[config.mk]
export PLATFORM = sky130hd
export DESIGN_NAME = prism_sp_fifo_bank_flat
export DESIGN_NICKNAME = d
export VERILOG_FILES = /design/src/rtl/prism_sp_fifo_pkg.sv /design/src/rtl/prism_sp_fifo_bank_if.sv /design/src/rtl/prism_sp_fifo_chan.sv /design/src/rtl/prism_sp_fifo_bank.sv /design/src/flat_wrapper.sv
export SDC_FILE = /design/constraint.sdc
export NUM_CORES = 2
export LEC_CHECK = 0
export CAP_MARGIN = 25
export CORE_MARGIN = 2
export CORE_UTILIZATION = 55
export CTS_BUF_LIST = sky130_fd_sc_hd__clkbuf_4 sky130_fd_sc_hd__clkbuf_8 sky130_fd_sc_hd__clkbuf_16
export CTS_CLUSTER_SIZE = 16
export DETAILED_ROUTE_END_ITERATION = 7
export GPL_TIMING_DRIVEN = 1
export HOLD_SLACK_MARGIN = 0.08
export PLACE_DENSITY = 0.73
export SLEW_MARGIN = 30
export SYNTH_ARGS = -nofsm -noshare
export SYNTH_HDL_FRONTEND = slang
export SYNTH_SLANG_ARGS = --single-unit
[constraint.sdc]
create_clock -name clock -period 5.4 [get_ports clock]
set_input_delay 1.08 -clock clock [delete_from_list [all_inputs] [get_ports clock]]
set_output_delay 1.08 -clock clock [all_outputs]
set_load 0.01 [all_outputs]
[src/rtl/prism_sp_fifo_pkg.sv]
// Shared definitions for the SP inter-stage FIFO bank.
//   fifo_count_width(depth) : width of occupancy counters / pointers for a
//                             channel of the given depth (one extra bit so
//                             full and empty are distinguishable).
//   MAX_NFIFOS, MAX_DEPTH   : legal upper limits for bank parameters.
//   fifo_op_e               : per-cycle accepted-operation code of a channel.
package prism_sp_fifo_pkg;

  localparam int MAX_NFIFOS = 16;
  localparam int MAX_DEPTH  = 1024;

  // Encoding is {write_accepted, read_accepted}.
  typedef enum logic [1:0] {
    OP_IDLE = 2'b00,
    OP_RD   = 2'b01,
    OP_WR   = 2'b10,
    OP_RW   = 2'b11
  } fifo_op_e;

  function automatic int fifo_count_width(input int depth);
    return $clog2(depth) + 1;
  endfunction

endpackage

[src/rtl/prism_sp_fifo_bank_if.sv]
// Handshake/status bundle of the FIFO bank, one bit or word per channel.
//   master : the stage logic driving writes, reads, flush and err_clear.
//   slave  : the FIFO bank, returning data, status, counts and error flags.
interface prism_sp_fifo_bank_if
  import prism_sp_fifo_pkg::*;
#(
  parameter int NFIFOS     = 4,
  parameter int DATA_WIDTH = 32,
  parameter int DEPTH      = 16,
  parameter int CW         = fifo_count_width(DEPTH)
);

  logic [NFIFOS-1:0]                 wr_en;
  logic [NFIFOS-1:0][DATA_WIDTH-1:0] wr_data;
  logic [NFIFOS-1:0]                 full;
  logic [NFIFOS-1:0]                 almost_full;
  logic [NFIFOS-1:0]                 rd_en;
  logic [NFIFOS-1:0][DATA_WIDTH-1:0] rd_data;
  logic [NFIFOS-1:0]                 empty;
  logic [NFIFOS-1:0]                 almost_empty;
  logic [NFIFOS-1:0][CW-1:0]         data_count;
  logic [NFIFOS-1:0]                 flush;
  logic [NFIFOS-1:0]                 err_clear;
  logic [NFIFOS-1:0]                 overflow;
  logic [NFIFOS-1:0]                 underflow;

  modport master (
    output wr_en, wr_data, rd_en, flush, err_clear,
    input  full, almost_full, rd_data, empty, almost_empty,
           data_count, overflow, underflow
  );

  modport slave (
    input  wr_en, wr_data, rd_en, flush, err_clear,
    output full, almost_full, rd_data, empty, almost_empty,
           data_count, overflow, underflow
  );

endinterface

[src/rtl/prism_sp_fifo_chan.sv]
// One first-word-fall-through FIFO channel.
//   clock, resetn       : clock and asynchronous active-low reset.
//   wr_en, wr_data      : write request (dropped when full or flushing).
//   rd_en, rd_data      : pop request; rd_data shows the head entry, 0 when empty.
//   flush               : synchronous clear of pointers and status.
//   err_clear           : clears the sticky overflow/underflow flags.
//   full, almost_full, empty, almost_empty, data_count : registered status.
//   overflow, underflow : sticky rejected-access flags.
module prism_sp_fifo_chan
  import prism_sp_fifo_pkg::*;
#(
  parameter int DATA_WIDTH = 32,
  parameter int DEPTH      = 16,
  parameter int AF_LEVEL   = DEPTH - 2,
  parameter int AE_LEVEL   = 2,
  parameter int CW         = fifo_count_width(DEPTH)
) (
  input  logic                  clock,
  input  logic                  resetn,
  input  logic                  wr_en,
  input  logic [DATA_WIDTH-1:0] wr_data,
  input  logic                  rd_en,
  input  logic                  flush,
  input  logic                  err_clear,
  output logic [DATA_WIDTH-1:0] rd_data,
  output logic                  full,
  output logic                  almost_full,
  output logic                  empty,
  output logic                  almost_empty,
  output logic [CW-1:0]         data_count,
  output logic                  overflow,
  output logic                  underflow
);

  localparam int AW = CW - 1;

  logic [DATA_WIDTH-1:0] mem [DEPTH];
  logic [CW-1:0]         wr_ptr, rd_ptr;
  logic [CW-1:0]         wr_ptr_n, rd_ptr_n, cnt_n;
  logic                  wr_acc, rd_acc;
  fifo_op_e              op;

  // Acceptance uses the registered status, so full/empty seen by the
  // requester this cycle are exactly what gate its request.
  always_comb begin
    wr_acc   = wr_en & ~full  & ~flush;
    rd_acc   = rd_en & ~empty & ~flush;
    op       = fifo_op_e'({wr_acc, rd_acc});
    wr_ptr_n = wr_ptr;
    rd_ptr_n = rd_ptr;
    if (flush) begin
      wr_ptr_n = '0;
      rd_ptr_n = '0;
    end else begin
      case (op)
        OP_WR:   wr_ptr_n = wr_ptr + 1'b1;
        OP_RD:   rd_ptr_n = rd_ptr + 1'b1;
        OP_RW: begin
          wr_ptr_n = wr_ptr + 1'b1;
          rd_ptr_n = rd_ptr + 1'b1;
        end
        default: ;
      endcase
    end
    cnt_n = wr_ptr_n - rd_ptr_n;
  end

  // Status is computed from next-state occupancy and registered, giving
  // status that reflects the state after each edge with no extra latency.
  always_ff @(posedge clock or negedge resetn) begin
    if (!resetn) begin
      wr_ptr       <= '0;
      rd_ptr       <= '0;
      data_count   <= '0;
      empty        <= 1'b1;
      full         <= 1'b0;
      almost_empty <= 1'b1;
      almost_full  <= (AF_LEVEL == 0);
      overflow     <= 1'b0;
      underflow    <= 1'b0;
    end else begin
      wr_ptr       <= wr_ptr_n;
      rd_ptr       <= rd_ptr_n;
      data_count   <= cnt_n;
      empty        <= (cnt_n == '0);
      full         <= (cnt_n == CW'(DEPTH));
      almost_empty <= (cnt_n <= CW'(AE_LEVEL));
      almost_full  <= (cnt_n >= CW'(AF_LEVEL));
      // Setting has priority over err_clear; flush suppresses new errors.
      if (wr_en && full && !flush)
        overflow <= 1'b1;
      else if (err_clear)
        overflow <= 1'b0;
      if (rd_en && empty && !flush)
        underflow <= 1'b1;
      else if (err_clear)
        underflow <= 1'b0;
    end
  end

  always_ff @(posedge clock) begin
    if (wr_acc)
      mem[wr_ptr[AW-1:0]] <= wr_data;
  end

  assign rd_data = empty ? '0 : mem[rd_ptr[AW-1:0]];

endmodule

[src/rtl/prism_sp_fifo_bank.sv]
// Bank of NFIFOS independent FWFT FIFO channels used as SP inter-stage
// buffering. Each channel is a prism_sp_fifo_chan; nothing is shared.
//   clock, resetn : common clock, asynchronous active-low reset.
//   bus (slave)   : per-channel wr_en/wr_data, rd_en/rd_data, flush,
//                   err_clear, full/almost_full, empty/almost_empty,
//                   data_count, overflow/underflow.
module prism_sp_fifo_bank
  import prism_sp_fifo_pkg::*;
#(
  parameter int NFIFOS     = 4,
  parameter int DATA_WIDTH = 32,
  parameter int DEPTH      = 16,
  parameter int AF_LEVEL   = DEPTH - 2,
  parameter int AE_LEVEL   = 2,
  parameter int CW         = fifo_count_width(DEPTH)
) (
  input logic                clock,
  input logic                resetn,
  prism_sp_fifo_bank_if.slave bus
);

  if ((DEPTH & (DEPTH - 1)) != 0) begin : g_bad_depth_pow2
    $fatal(1, "prism_sp_fifo_bank: DEPTH must be a power of two");
  end
  if (DEPTH < 4 || DEPTH > MAX_DEPTH) begin : g_bad_depth_range
    $fatal(1, "prism_sp_fifo_bank: DEPTH out of range");
  end
  if (NFIFOS < 1 || NFIFOS > MAX_NFIFOS) begin : g_bad_nfifos
    $fatal(1, "prism_sp_fifo_bank: NFIFOS out of range");
  end
  if (AF_LEVEL > DEPTH) begin : g_bad_af
    $fatal(1, "prism_sp_fifo_bank: AF_LEVEL exceeds DEPTH");
  end
  if (AE_LEVEL >= DEPTH) begin : g_bad_ae
    $fatal(1, "prism_sp_fifo_bank: AE_LEVEL must be below DEPTH");
  end
  if (CW != fifo_count_width(DEPTH)) begin : g_bad_cw
    $fatal(1, "prism_sp_fifo_bank: CW is derived from DEPTH");
  end

  for (genvar i = 0; i < NFIFOS; i++) begin : g_chan
    prism_sp_fifo_chan #(
      .DATA_WIDTH (DATA_WIDTH),
      .DEPTH      (DEPTH),
      .AF_LEVEL   (AF_LEVEL),
      .AE_LEVEL   (AE_LEVEL),
      .CW         (CW)
    ) u_chan (
      .clock        (clock),
      .resetn       (resetn),
      .wr_en        (bus.wr_en[i]),
      .wr_data      (bus.wr_data[i]),
      .rd_en        (bus.rd_en[i]),
      .flush        (bus.flush[i]),
      .err_clear    (bus.err_clear[i]),
      .rd_data      (bus.rd_data[i]),
      .full         (bus.full[i]),
      .almost_full  (bus.almost_full[i]),
      .empty        (bus.empty[i]),
      .almost_empty (bus.almost_empty[i]),
      .data_count   (bus.data_count[i]),
      .overflow     (bus.overflow[i]),
      .underflow    (bus.underflow[i])
    );
  end

endmodule

[src/flat_wrapper.sv]
// flat-port wrapper written by rule: the top's interface ports become plain ports
module prism_sp_fifo_bank_flat import prism_sp_fifo_pkg::*;
#(
  parameter int NFIFOS     = 4,
  parameter int DATA_WIDTH = 32,
  parameter int DEPTH      = 16,
  parameter int AF_LEVEL   = DEPTH - 2,
  parameter int AE_LEVEL   = 2,
  parameter int CW         = fifo_count_width(DEPTH)
)
  (clock, resetn, bus_wr_en, bus_wr_data, bus_rd_en, bus_flush, bus_err_clear, bus_full, bus_almost_full, bus_rd_data, bus_empty, bus_almost_empty, bus_data_count, bus_overflow, bus_underflow);
  prism_sp_fifo_bank_if #(.NFIFOS(NFIFOS), .DATA_WIDTH(DATA_WIDTH), .DEPTH(DEPTH), .CW(CW)) bus_i ();
  input logic clock;
  input logic resetn;
  input wire logic [$bits(bus_i.wr_en)-1:0] bus_wr_en;
  input wire logic [$bits(bus_i.wr_data)-1:0] bus_wr_data;
  input wire logic [$bits(bus_i.rd_en)-1:0] bus_rd_en;
  input wire logic [$bits(bus_i.flush)-1:0] bus_flush;
  input wire logic [$bits(bus_i.err_clear)-1:0] bus_err_clear;
  output wire logic [$bits(bus_i.full)-1:0] bus_full;
  output wire logic [$bits(bus_i.almost_full)-1:0] bus_almost_full;
  output wire logic [$bits(bus_i.rd_data)-1:0] bus_rd_data;
  output wire logic [$bits(bus_i.empty)-1:0] bus_empty;
  output wire logic [$bits(bus_i.almost_empty)-1:0] bus_almost_empty;
  output wire logic [$bits(bus_i.data_count)-1:0] bus_data_count;
  output wire logic [$bits(bus_i.overflow)-1:0] bus_overflow;
  output wire logic [$bits(bus_i.underflow)-1:0] bus_underflow;
  assign bus_i.wr_en = bus_wr_en;
  assign bus_i.wr_data = bus_wr_data;
  assign bus_i.rd_en = bus_rd_en;
  assign bus_i.flush = bus_flush;
  assign bus_i.err_clear = bus_err_clear;
  assign bus_full = bus_i.full;
  assign bus_almost_full = bus_i.almost_full;
  assign bus_rd_data = bus_i.rd_data;
  assign bus_empty = bus_i.empty;
  assign bus_almost_empty = bus_i.almost_empty;
  assign bus_data_count = bus_i.data_count;
  assign bus_overflow = bus_i.overflow;
  assign bus_underflow = bus_i.underflow;
  prism_sp_fifo_bank #(.NFIFOS(NFIFOS), .DATA_WIDTH(DATA_WIDTH), .DEPTH(DEPTH), .AF_LEVEL(AF_LEVEL), .AE_LEVEL(AE_LEVEL), .CW(CW)) u_core (.clock(clock), .resetn(resetn), .bus(bus_i));
endmodule
* Word-level counts from Yosys, hierarchy flattened *
Memory sizes are Yosys's and may differ from the RTL's.
Index checks and enable logic that the tools add are counted.

word-level totals
  flip-flop bits (word level) = 84
  latch bits = 0
  memory bits (writable) = 2048
  memory bits (read-only) = 0
  input port bits = 146
  output and inout bits = 172
  logic and storage cells = 184
  memories = 4

operators by class
  $add $sub $neg = 12
  multipliers = 0
  div/mod/pow operators = 0
  magnitude comparators = 8
  equal/unequal tests = 16
  shift-type cells = 0
  mux-type cells = 40
  bitwise logic cells = 28
  reductions and logical operators = 40

memories
  name                         depth  width  read ports  clocked after Yosys merged registers in  write ports  RTL line                  text
  u_core.g_chan[0].u_chan.mem  16     32     1           0                                        1            prism_sp_fifo_chan.sv:37  logic [DATA_WIDTH-1:0] mem [DEPTH];
  u_core.g_chan[1].u_chan.mem  16     32     1           0                                        1            prism_sp_fifo_chan.sv:37
  u_core.g_chan[2].u_chan.mem  16     32     1           0                                        1            prism_sp_fifo_chan.sv:37
  u_core.g_chan[3].u_chan.mem  16     32     1           0                                        1            prism_sp_fifo_chan.sv:37

operator list
  kind                                                                count
  2-to-1 mux 32 bit                                                   4
  2-to-1 mux 5 bit                                                    16
  adder 5 x 1 -> 5 bit (second input constant)                        8
  == test 5 bit (second input constant)                               4
  greater-or-equal comparator 5 x 4 -> 1 bit (second input constant)  4
  <= comparator 5 x 2 -> 1 bit (second input constant)                4
  logical NOT 5 bit                                                   4
  2-to-1 mux 1 bit                                                    20
  subtractor 5 bit                                                    4
  bitwise AND 1 bit                                                   16
  == test 2 bit (second input constant)                               8
  logical AND 1 bit                                                   16
  nonzero test 2 bit                                                  8
  OR reduction 2 bit                                                  8
  inverter 1 bit                                                      12
  == test 2 x 1 -> 1 bit (second input constant)                      4
  logical NOT 1 bit                                                   4

* Logic depth before layout (Yosys ltp) *
  depth after elaboration = 9
  gate-level depth with buffers = 14
  gate-level depth less buffers = 11

* Modules after synthesis *
A second synthesis with hierarchy kept.

unflattened totals
  cell total of the unflattened synthesis = 3590
  area, all modules = 82464.1 µm²

modules (own cells, without submodules)
  module                                             times used  cells an instance  area each (µm²)  sequential area each (µm²)
  prism_sp_fifo_chan at u_core.g_chan[0].u_chan ...  3           889                20684.8          15902.8
  prism_sp_fifo_chan at u_core.g_chan[3].u_chan      1           923                20409.6          15902.8

* Least setup slack after synthesis *
No wires, ideal clock.

  kind = input-to-reg
  start point = input port bus_flush[2]
  end point = memory u_core.g_chan[2].u_chan.mem[11][0] (enable)
  library setup time = 0.513 ns
  arrival time = 4.682 ns
  data required time = 4.887 ns
  slack = 0.205 ns
  stages = 2
  buffers on the path = 1
  path through = clkbuf_1 nor4b_1

between the ends
  cells in the longest elaborated chain, start to end = 4

RTL lines
  what                                    RTL line                   text
  start: declaration                      flat_wrapper.sv:18         input wire logic [$bits(bus_i.flush)-1:0] bus_flush;
  inverter 1 bit                          prism_sp_fifo_chan.sv:46   wr_acc = wr_en & ~full & ~flush;
  bitwise AND 1 bit                       prism_sp_fifo_chan.sv:46
  2-to-1 mux 1 bit                        prism_sp_fifo_chan.sv:102  if (wr_acc)
  2-to-1 mux 1 bit (implied by the code)  prism_sp_fifo_chan.sv:103  mem[wr_ptr[AW-1:0]] <= wr_data;
  end: declaration                        prism_sp_fifo_chan.sv:37

No other way between the ends.

* Final worst setup path *
  start point = register u_core.g_chan[2].u_chan.rd_ptr[0]
  end point = output port bus_rd_data[93]

between the ends
  cells in the longest elaborated chain, start to end = 2

RTL lines
  what                       RTL line                   text
  start: declaration         prism_sp_fifo_chan.sv:38   logic [CW-1:0] wr_ptr, rd_ptr;
  start signal: assignment   prism_sp_fifo_chan.sv:83   rd_ptr <= rd_ptr_n;
  memory read (16 x 32 bit)  --
  2-to-1 mux 32 bit          prism_sp_fifo_chan.sv:106  assign rd_data = empty ? '0 : mem[rd_ptr[AW-1:0]];
  end: declaration           flat_wrapper.sv:22         output wire logic [$bits(bus_i.rd_data)-1:0] bus_rd_data;

No other way between the ends.

==> metrics.csv <==
stage,metric,value,unit
outcome,status,finished clean,
setup_path,Critical Path Max Stage Delay,0.92,ns
synth,"top cells by area, synth","edfxtp_1, mux4_2, dfrtp_1",
synth,post-synthesis async set-or-reset flop share,3.94,%
placement,port buffer count,317,
clock_tree,Max H-tree Level,4,
synth,Unique masters post-synth,56,
setup_path,Crit path top cell by count,a211oi_1,
setup_path,CP top delay family,buffers and inverters,
floorplan,Die Area,153000,um2
clock_tree,"Reg clk slew, reported paths",0.06,ns
min_path,HP Class,in -> async,
sta,Fmax achieved,200,MHz
setup_path,largest fanout on the critical path,36,
sta,Setup TNS,0,ns
clock_tree,CTS Root Cell,clkbuf_16,
clock_tree,CTS sink count,2132,
synth,"top cells by count, synth","edfxtp_1, mux4_2, nor2b_1",
pwr,Peak supply drop,0.298,mV
pwr,P_leak,29.8,nW
routing,final wirelength,180000,um
global_route,global-route wire length before repair,263000,um
global_route,all-layer global routing usage,23.7,%
synth,Post-Syn Area per Cell,23.0,um2
routing,wire length per cell,28.8,um
sta,final worst slack,0.396,ns
synth,Post-Syn Instances,3585,
synth,"Cell Area, Synth",82500,um2
floorplan,io pins,318,
floorplan,Die Width,391,um
placement,post-placement cell count,5841,
placement,pre-CTS setup slack,1.02,ns
placement,Routability Congestion,0.782,
global_route,vias in the first global route,39286,
routing,DRT Pass-1 Iters,7,
global_route,M3 GR Usage,5.24,%
sta,final number of setup-violating endpoints,0,
sta,hold_ws,0.320,ns
placement,Post-DP Area,89000,um2
setup_path,worst-path cell chain,"buf_4, mux4_2, nor2b_1, a211oi_1, a211oi_1, clkdlybuf4s50_1",
layout,post-route cell area,95900,um2
routing,via count,38308,
pwr,Tot Pwr,39.3,mW
setup_path,register-to-register setup slack,1.71,ns
synth,most frequent cell after synthesis,edfxtp_1,
sta,crit path time final,5.00,ns
global_route,largest net degree at the start of global routing,60,
synth,Synth top area share,74.5,%
setup_path,r2r endpoint,u_core.g_chan[0].u_chan.full,
setup_path,CP Data Required Time,4.32,ns
floorplan,Die Ht,391,um
synth,#FFs+latches synth,2132,
setup_path,Startpoint Class,register,
setup_path,reg2reg path depth,10,
layout,Nets,4220,
routing,Post-route DRC,0,
global_route,overflow left after global routing,0,
clock_tree,clk buf depth,3,
clock_tree,CTS Buf Count,205,
setup_path,Setup CP Type,reg -> out,
synth,"area leader, netlist",edfxtp_1,
layout,Final Instance Count excl. Fillers,6235,
setup_path,Crit. End Element,output port,
synth,yosys warns,0,
synth,register area share after synthesis,77.1,%
global_route,met1 usage,33.7,%
layout,share of cells above drive strength 1,28.5,%
routing,DR vias/cell,6.14,
sta,Worst-Margin Slew,1.02,ns
layout,Area Overhead vs Synth,16.2,%
setup_path,Reg2Reg Launch Point,u_core.g_chan[0].u_chan.rd_ptr[2],
placement,hpwl dp,98500,um
sta,Final period util,92.7,%
clock_tree,CTS tree,done,
synth,number of enable flip-flop cells after synthesis,2048,
synth,syn nets,3771,
setup_path,crit path buf inv count,2,
sta,Clock Skew,0.0760,ns
clock_tree,clk_lat worst skew,0.84,ns
setup_path,CP Data Arrival Time,3.92,ns
setup_path,"Max stage delay cell, worst path",dfrtp_4,
job,max cap viols,0,
global_route,initial antenna violation count,29,
global_route,global route hottest layer,met2,
routing,ANT nets after route,0,
sta,slew margin rel.,31.9,%
global_route,GR Layer Usage met2,37.8,%
floorplan,Initial Util,55.2,%
floorplan,Core Box Area,149000,um2
sta,"Slew Viols, Final",0,
routing,violation count after the first detailed-route iteration,3594,
clock_tree,# hold bufs at CTS,0,
pwr,power per standard cell area,410,nW/um2
clock_tree,post-CTS sizing,0,
sta,Final Hold Vio Count,0,
synth,most common flop cell mapped by yosys,edfxtp_1,
floorplan,row count,142,
clock_tree,post-CTS setup buffer count,0,
sta,unrepaired setup endpoints after global routing,no,
layout,Util after Layout,64.2,%
cells in the final DEF, fill, tap and decap left out, types with 12 or more instances in the layout:
cell type / count
a211oi_1: 64
a21o_1: 12
buf_12: 18
buf_4: 118
bufinv_16: 17
clkbuf_16: 205
clkbuf_4: 45
clkdlybuf4s50_1: 316
clkinv_1: 45
clkinv_2: 42
dfrtp_1: 60
edfxtp_1: 2048
ha_1: 36
inv_1: 42
mux2i_1: 39
mux4_2: 608
nand2_1: 30
nand2b_1: 16
nor2_1: 39
nor2_4: 46
nor2b_1: 136
nor3_2: 12
or2_2: 14
xnor2_1: 22
xor2_1: 21
sequential cells by signal, indices dropped and copies added, names as in the netlist:
signal,count
u_core.g_chan.u_chan.almost_full,4
u_core.g_chan.u_chan.data_count,20
u_core.g_chan.u_chan.empty,4
u_core.g_chan.u_chan.underflow,4
u_core.g_chan.u_chan.overflow,4
u_core.g_chan.u_chan.almost_empty,4
u_core.g_chan.u_chan.rd_ptr,20
u_core.g_chan.u_chan.wr_ptr,20
u_core.g_chan.u_chan.full,4
u_core.g_chan.u_chan.mem,2048
final cells by class:
class                           count  area [um2]
Inverter                           42         158
Sequential cell                  2132       63700
Clock inverter                    131        1320
Fill cell                        9687       53500
Clock buffer                      250        5470
Antenna cell                       11        27.5
Timing Repair Buffer              454        4460
Tap cell                         2016        2520
Multi-Input combinational cell   1199       18300
layer usage:
layer	wire, um	part of all wire, %	vias to the layer above
met5	206	0.11	-
met4	3610	2.0	34
met3	14400	8.0	271
met2	88800	49	1571
met1	72700	40	20465
li1	-	-	15967
power breakdown:
part	internal [mW]	switching, mW	total, mW
logic	3.28	2.85	6.14
clock network	8.08	6.15	14.2
registers	18.5	0.437	19.0
total	29.9	9.44	39.3
cell families after synthesis:
| kind of cell | after synthesis | synth area share [%] |
|---|---|---|
| compound gates | 125 | 1.13 |
| xor+xnor | 43 | 0.456 |
| fa+ha+maj | 40 | 0.643 |
| buf+inv | 254 | 1.33 |
| flops | 2132 | 77.1 |
| mux | 647 | 17.1 |
| simple gates | 344 | 2.29 |
worst max-delay path by stage:
stage | to | slack, ns | cells past startpoint | from
after floorplan | u_core.g_chan[2].u_chan.mem[11][0] | 0.20 | 2 | bus_flush[2]
after global placement | u_core.g_chan[1].u_chan.almost_empty | 1.14 | 9 | bus_flush[1]
after detailed placement | u_core.g_chan[1].u_chan.almost_empty | 1.02 | 9 | bus_flush[1]
after CTS | bus_rd_data[77] | 0.25 | 6 | u_core.g_chan[2].u_chan.rd_ptr[0]
after global routing | bus_rd_data[77] | 0.13 | 6 | u_core.g_chan[2].u_chan.rd_ptr[0]
final | bus_rd_data[93] | 0.40 | 6 | u_core.g_chan[2].u_chan.rd_ptr[0]
worst reg2reg max path, stage by stage (launching register included):
cell and delay, ns:
dfrtp_2 1.03, buf_4 0.38, nand2b_1 0.14, or4_1 0.48, a21o_1 0.21, ha_1 0.34
a21o_1 0.16, a41oi_1 0.04, or3_1 0.33, nand3_1 0.22, nor4b_1 0.27
Note: power is estimated with default switching activity, not from simulation.
